$ cat config.mk
export PLATFORM = sky130hd
export DESIGN_NAME = minigame_sequencer
export DESIGN_NICKNAME = d
export VERILOG_FILES = /design/src/rtl/minigame_sequencer.sv
export SDC_FILE = /design/constraint.sdc
export NUM_CORES = 1
export LEC_CHECK = 0
export ABC_AREA = 1
export CORE_UTILIZATION = 54
export CTS_CLUSTER_DIAMETER = 40
export CTS_CLUSTER_SIZE = 20
export DETAILED_ROUTE_END_ITERATION = 6
export GPL_TIMING_DRIVEN = 0
export PLACE_DENSITY_LB_ADDON = 0.15
export SETUP_SLACK_MARGIN = 0.05
export SYNTH_ARGS = -nofsm -noshare
export SYNTH_HDL_FRONTEND = slang
export SYNTH_SLANG_ARGS = --single-unit
$ cat constraint.sdc
create_clock -name clock -period 5.7 [get_ports clock]
set_input_delay 1.14 -clock clock [delete_from_list [all_inputs] [get_ports clock]]
set_output_delay 1.14 -clock clock [all_outputs]
set_load 0.02 [all_outputs]
$ cat src/rtl/minigame_sequencer.sv
// minigame_sequencer
//   Round sequencer for N_JOGOS external minigame engines. Each round latches
//   the game and difficulty, waits INTERVALO cycles, pulses jogar for one
//   cycle, then waits for the active game's pronto and adds its score to a
//   saturating total. In tournament mode (modo=1) games 0..N_JOGOS-1 are
//   played back to back.
//
//   Optional feature macro: SEQ_TIMEOUT_EN
//     defined   -> EXECUCAO aborts after TIMEOUT cycles without pronto; the
//                  round scores 0 and timeout_flag is set (sticky).
//     undefined -> EXECUCAO waits forever; timeout_flag is tied to 0.
//
// Ports
//   clock, reset            clock / asynchronous active-high reset
//   iniciar                 start or restart request (honoured in INICIAL, FIM)
//   modo                    0 single game, 1 tournament
//   dificuldade, sel_jogo   sampled while in PREPARACAO
//   pronto_vec              per-game done flags
//   pontuacao_vec           per-game scores, game k at [k*PW +: PW]
//   jogar                   one-cycle start pulse to the active game
//   jogo_ativo              active game index
//   dificuldade_lat         latched difficulty
//   estado                  state code (INICIAL=0 .. FIM=6)
//   pontuacao_total         saturating accumulated score
//   rodada_fim              one-cycle pulse when a round ends
//   timeout_flag            sticky timeout indication
module minigame_sequencer #(
    parameter int N_JOGOS   = 3,
    parameter int SELW      = 2,
    parameter int PW        = 3,
    parameter int TW        = 6,
    parameter int INTERVALO = 5000,
    parameter int TIMEOUT   = 1000000
) (
    input  logic                    clock,
    input  logic                    reset,
    input  logic                    iniciar,
    input  logic                    modo,
    input  logic                    dificuldade,
    input  logic [SELW-1:0]         sel_jogo,
    input  logic [N_JOGOS-1:0]      pronto_vec,
    input  logic [N_JOGOS*PW-1:0]   pontuacao_vec,
    output logic                    jogar,
    output logic [SELW-1:0]         jogo_ativo,
    output logic                    dificuldade_lat,
    output logic [3:0]              estado,
    output logic [TW-1:0]           pontuacao_total,
    output logic                    rodada_fim,
    output logic                    timeout_flag
);

    typedef enum logic [3:0] {
        S_INICIAL    = 4'd0,
        S_PREPARACAO = 4'd1,
        S_INTERVALO  = 4'd2,
        S_START      = 4'd3,
        S_EXECUCAO   = 4'd4,
        S_FIM_JOGO   = 4'd5,
        S_FIM        = 4'd6
    } state_t;

    localparam int NSEL = 2**SELW;
    localparam int CW   = (INTERVALO > 1) ? $clog2(INTERVALO) : 1;
    localparam int SW   = ((TW > PW) ? TW : PW) + 1;
    localparam logic [CW-1:0] CNT_LAST = CW'(INTERVALO - 1);
    localparam logic [SW-1:0] TOT_MAX  = SW'({TW{1'b1}});

    state_t          state;
    logic [CW-1:0]   cnt;
    logic            modo_lat;

    // Pad the per-game vectors out to the full select range so that any
    // jogo_ativo value indexes a defined bit (missing games read as 0).
    logic [NSEL-1:0] pronto_pad;
    logic [PW-1:0]   score_arr [NSEL];

    genvar k;
    generate
        for (k = 0; k < NSEL; k++) begin : g_pad
            if (k < N_JOGOS) begin : g_on
                assign pronto_pad[k] = pronto_vec[k];
                assign score_arr[k]  = pontuacao_vec[k*PW +: PW];
            end else begin : g_off
                assign pronto_pad[k] = 1'b0;
                assign score_arr[k]  = '0;
            end
        end
        // Present only for an out-of-range configuration; shows up by name in
        // elaboration reports.
        if (N_JOGOS < 2 || INTERVALO < 1 || TIMEOUT < 1) begin : g_bad_params
        end
    endgenerate

    // Zero-extended add, clamped to the largest TW-bit value.
    logic [SW-1:0] sum_ext;
    logic [TW-1:0] total_sat;
    assign sum_ext   = SW'(pontuacao_total) + SW'(score_arr[jogo_ativo]);
    assign total_sat = (sum_ext > TOT_MAX) ? TOT_MAX[TW-1:0] : sum_ext[TW-1:0];

    logic sel_ok, more_games;
    assign sel_ok     = {1'b0, sel_jogo}   < (SELW+1)'(N_JOGOS);
    assign more_games = {1'b0, jogo_ativo} < (SELW+1)'(N_JOGOS - 1);

    // Pulses are decodes of the state register: no input-to-output paths.
    assign estado     = state;
    assign jogar      = (state == S_START);
    assign rodada_fim = (state == S_FIM_JOGO);

`ifdef SEQ_TIMEOUT_EN
    localparam int TOW = (TIMEOUT > 1) ? $clog2(TIMEOUT) : 1;
    localparam logic [TOW-1:0] TO_LAST = TOW'(TIMEOUT - 1);
    logic [TOW-1:0] to_cnt;
    logic           to_flag;
    assign timeout_flag = to_flag;
`else
    assign timeout_flag = 1'b0;
`endif

    always_ff @(posedge clock or posedge reset) begin
        if (reset) begin
            state           <= S_INICIAL;
            cnt             <= '0;
            modo_lat        <= 1'b0;
            jogo_ativo      <= '0;
            dificuldade_lat <= 1'b0;
            pontuacao_total <= '0;
`ifdef SEQ_TIMEOUT_EN
            to_cnt          <= '0;
            to_flag         <= 1'b0;
`endif
        end else begin
            // Counters idle at zero outside their own state.
            cnt <= '0;
`ifdef SEQ_TIMEOUT_EN
            to_cnt <= '0;
`endif
            case (state)
                S_INICIAL, S_FIM: begin
                    if (iniciar) begin
                        state           <= S_PREPARACAO;
                        pontuacao_total <= '0;
                        modo_lat        <= 1'b0;
`ifdef SEQ_TIMEOUT_EN
                        to_flag         <= 1'b0;
`endif
                    end
                end
                S_PREPARACAO: begin
                    dificuldade_lat <= dificuldade;
                    modo_lat        <= modo;
                    if (modo) begin
                        jogo_ativo <= '0;
                        state      <= S_INTERVALO;
                    end else begin
                        jogo_ativo <= sel_jogo;
                        if (sel_ok)
                            state <= S_INTERVALO;
                    end
                end
                S_INTERVALO: begin
                    if (cnt == CNT_LAST)
                        state <= S_START;
                    else
                        cnt <= cnt + 1'b1;
                end
                S_START: state <= S_EXECUCAO;
                S_EXECUCAO: begin
                    if (pronto_pad[jogo_ativo]) begin
                        pontuacao_total <= total_sat;
                        state           <= S_FIM_JOGO;
                    end
`ifdef SEQ_TIMEOUT_EN
                    else if (to_cnt == TO_LAST) begin
                        to_flag <= 1'b1;
                        state   <= S_FIM_JOGO;
                    end else begin
                        to_cnt <= to_cnt + 1'b1;
                    end
`endif
                end
                S_FIM_JOGO: begin
                    if (modo_lat && more_games) begin
                        jogo_ativo <= jogo_ativo + 1'b1;
                        state      <= S_INTERVALO;
                    end else begin
                        state <= S_FIM;
                    end
                end
                default: state <= S_INICIAL;
            endcase
        end
    end

endmodule
Word level (Yosys, flattened, before mapping)

Cells that the tools add are included.

Flip-flop bits (word level): 27
Bits of input ports: 19
Output and inout bits: 16
Logic and storage cells: 60

Add/sub/neg operators: 3
Magnitude comparators: 5
Equal/unequal tests: 12
Mux-type cells: 23
Bitwise logic cells: 1
Reductions and logical operators: 10

Operators by type and width:

| cell                    | count |
|---|---|
| $mux W13                | 2 |
| $pmux W4 S6             | 1 |
| $mux W4                 | 5 |
| $mux W6                 | 3 |
| $add A13 B1 Y13 const B | 1 |
| $eq A13 B13 Y1 const B  | 1 |
| $eq A4 B3 Y1 const B    | 3 |
| $pmux W6 S2             | 1 |
| $mux W3                 | 3 |
| $eq A4 B2 Y1 const B    | 2 |
| $add A6 B3 Y7           | 1 |
| $gt A7 B6 Y1 const B    | 1 |
| $bmux W3 S2             | 1 |
| $ne A2 B2 Y1 const B    | 3 |
| $reduce_bool A2 Y1      | 3 |
| $eq A4 B1 Y1 const B    | 1 |
| $logic_not A4 Y1        | 1 |
| $lt A2 B2 Y1 const B    | 2 |
| $mux W2                 | 2 |
| $pmux W2 S2             | 1 |
| $reduce_and A2 Y1       | 2 |
| $reduce_and A4 Y1       | 1 |
| $ge A3 B3 Y1 const B    | 1 |
| $lt A2 B3 Y1 const B    | 1 |
| other kinds (10)        | 11 |

Logic depth before layout (Yosys ltp)

Depth in word-level cells: 9
Mapped depth: 15
Mapped depth without buffers: 15

Worst setup path before layout

Ideal clock, no wire load.

Kind: input -> register
Start point: input port pontuacao_vec[0]
End point: register pontuacao_total[2]
Library setup time: 0.065 ns
Data arrival time: 2.676 ns
Data required time: 5.635 ns
Slack: 2.959 ns
Cell stages on the path: 12
Buffers on the path: 0
Cells stage by stage: nor2_1 > o31ai_1 > ha_1 > inv_1 > fa_1 > o21bai_2 > nand2_1 > nor2_1 > inv_1 > o21ai_0 > nand2_1 > nand2_1

Word-level cells in the longest chain between the ends: 8

Ends and longest elaborated chain:

| what                                            | line | RTL |
|---|---|---|
| from (decl)                                     | 42   | `input logic [N_JOGOS*PW-1:0] pontuacao_vec,` |
| $bmux W3 S2 (*)                                 | 97   | `assign sum_ext = SW'(pontuacao_total) + SW'(score_arr[jogo_ativo]);` |
| $mux W3 (not written as such) (*) (2 in series) | 97   |  |
| $add A6 B3 Y7 (*)                               | 97   |  |
| $gt A7 B6 Y1                                    | 98   | `assign total_sat = (sum_ext > TOT_MAX) ? TOT_MAX[TW-1:0] : sum_ext[TW-1:0];` |
| $mux W6 (*)                                     | 98   |  |
| $mux W6 (*)                                     | 168  | `if (pronto_pad[jogo_ativo]) begin` |
| $pmux W6 S2 (*)                                 | 137  | `case (state)` |
| to (signal assigned)                            | 169  | `pontuacao_total <= total_sat;` |
| to (decl)                                       | 47   | `output logic [TW-1:0] pontuacao_total,` |

Mark *: on every way between the ends. The rest lies on a longest branch, timed or not. The select of a mux whose other input is x is not followed.
A chain may end at the register's enable or synchronous reset.

Final worst setup path

Same ends and word-level chain as after synthesis.

==> qor.yml <==
status: "finished with violations"
failed_checks: "DRC"
dr.pass1.iters: 6
grt_pass1_vias: 1507
leakagePower_nw: 1.01
ys_warn_count: 0
setup_tns_ns: 0
max-cap-violations: 0
peakVddDrop_mv: 0.261
met2_usage_pct: 39.9
num_rows: 19
yosys.area.top_type: "dfrtp_1"
synthCells: 239
cp_data_required_time_ns: 5.99
synth.distinct_cells: 28
slew_violations: 0
grt_pass1_wl_mm: 6.29
place_congestion: 0.860
use_met3_pct: 3.63
cts_resized: 0
yosysSeqAreaShare_pct: 39.3
grt_max_degree: 27
start_util_pct: 58.5
clk_pin_slew_ns: 0.15
worstSkewPairLatency_ns: 0.34
skew_ns: 0.00145
vias: 1567
crit_path_start_kind: "input port"
grt_use_total_pct: 24.7
cts_tree: "built"
max_slew_margin_pct: 34.0
dp_cells: 303
crit_type: "in2reg"
num_io_pins: 35
finalCritPeriodShare_pct: 53.7
ctsHoldBuffers: 0
drt-vias-per-instance: 5.10
ys.flop_type: "dfrtp_1"
nets: 301
fmax_ghz: 0.327
synth-seq-cells: 26
synthTopCellsByCount: "65 x nand2_1, 36 x nor2_1, 35 x inv_1, 26 x dfrtp_1, 16 x nand3_1"
area_delta_synth_final_pct: 25.1
drtIter0Drc: 117
layout.cells.non_filler: 307
wl_mm: 3.51
busiest_layer: "met2"
wl_per_cell_um: 11.4
netlist_area_um2: 1660
avgSynthCellArea_um2: 6.93
worst_pin_slew_ns: 0.988
cp.arrival_ns: 3.36
use_met1_pct: 33.7
io_buffers: 32
finalCriticalPeriod_ns: 3.06
die_x_um: 57.4
diodes: 0
core-area_um2: 2830
dieArea_um2: 3290
synthTopCellsByArea: "dfrtp_1 39%, nand2_1 15%, nor2_1 8.2%"
yosys.area.top_type_share_pct: 39.3
synth_edf_count: 0
hold_path_class: "reg2reg"
hold_viol_final: 0
post-route-util_pct: 73.2
cts_setup_buffers: 0
htree_levels: 1
drc: 8
die_h_um: 57.4
powerDensity_nw_per_um2: 387
rsz0062_at_grt: "no"
grt_overflow_total: 0
dp_hpwl_mm: 2.68
critPathMaxFanout: 4
setup_violations: 0
synthArstFlopShare_pct: 100
ant_nets: 0
clkSinkCount: 26
drive_above_1_share_pct: 8.70
cts_buffers: 3
clock_path_buffers: 2
synth_most_common_cell: "nand2_1"
reg2reg_slack_ns: 3.21
antenna_found_initial: 0
endpoint_kind: "register"
root_buffer: "clkbuf_4"
-- cell usage in the layout (no fill, tap or decap), drive strengths merged, types with 3 or more instances in the layout --
| master | count |
|---|---|
| nand3 | 17 |
| nor2 | 39 |
| nand4 | 4 |
| dfrtp | 26 |
| clkbuf | 3 |
| o21ai | 12 |
| nor3 | 5 |
| nand2 | 72 |
| a21oi | 8 |
| clkdlybuf4s50 | 32 |
| ha | 4 |
| inv | 38 |
-- routing by layer --
layer	vias to the layer above	part of all wire, %
met3	5	3.1
li1	815	-
met4	0	1.3
met2	32	47
met1	715	48
met5	-	0
-- worst max-delay path, cell delays in order --
cell and delay (ns):
clkdlybuf4s50_1 0.45, nor2_1 0.04, o31ai_1 0.27, ha_1 0.22
inv_1 0.06, fa_1 0.42, o21bai_2 0.22, nand2_1 0.07
nor2_1 0.17, inv_1 0.10, o21ai_0 0.08, nand2_1 0.06
nand2_1 0.06
-- final cells by class --
type                    count  area [um2]
repair buffers             32         320
well taps                  31        38.8
fillers                   231         758
clock buffers               3        22.5
inverters                  39         148
plain buffers               2        15.0
multi-input cells         173         846
flip-flops and latches     26         651
clock inverters             1        30.0
-- flip-flops by register name, indices dropped and copies added (netlist names) --
register / count
jogo_ativo: 2
cnt: 13
estado: 3
modo_lat: 1
dificuldade_lat: 1
pontuacao_total: 6
-- stage by stage --
| stage | power, mW | area (um2) | worst slack, ns | hold slack [ns] |
|---|---|---|---|---|
| finish | 0.801 | 2070 | 2.64 | 0.481 |
| global route | 0.870 | 2070 | 2.41 | 0.489 |
| CTS | 0.805 | 2070 | 2.63 | 0.483 |
| detailed placement | 0.670 | 2020 | 2.34 | 0.463 |
| global placement | 0.661 | 2020 | 2.34 | 0.452 |
| floorplan | 0.535 | 1660 | 2.96 | 0.431 |
-- cells by family after synthesis --
| kind of cell | Yosys count | share of synthesized area, % |
|---|---|---|
| compound gates | 26 | 9.15 |
| xor+xnor | 2 | 1.06 |
| fa+ha+maj | 5 | 4.23 |
| buf+inv | 41 | 9.83 |
| flops | 26 | 39.3 |
| other cells | 1 | 0.227 |
| simple gates | 138 | 36.2 |
-- final timing paths --
check | cells after the start | endpoint | start
min in group asynchronous | 2 | cnt[10] | reset
worst min register to register | 1 | cnt[0] | cnt[0]
worst max-delay path | 13 | pontuacao_total[2] | pontuacao_vec[0]
worst min-delay path | 1 | cnt[0] | cnt[0]
max in group asynchronous | 2 | cnt[3] | reset
worst max register to register | 15 | pontuacao_total[2] | jogo_ativo[0]
-- power breakdown --
| part | switching, mW | total (mW) | internal, mW |
|---|---|---|---|
| sequential | 0.0395 | 0.261 | 0.221 |
| combinational | 0.245 | 0.407 | 0.161 |
| clock | 0.0621 | 0.133 | 0.0712 |
Note: power is estimated with default switching activity, not from simulation.
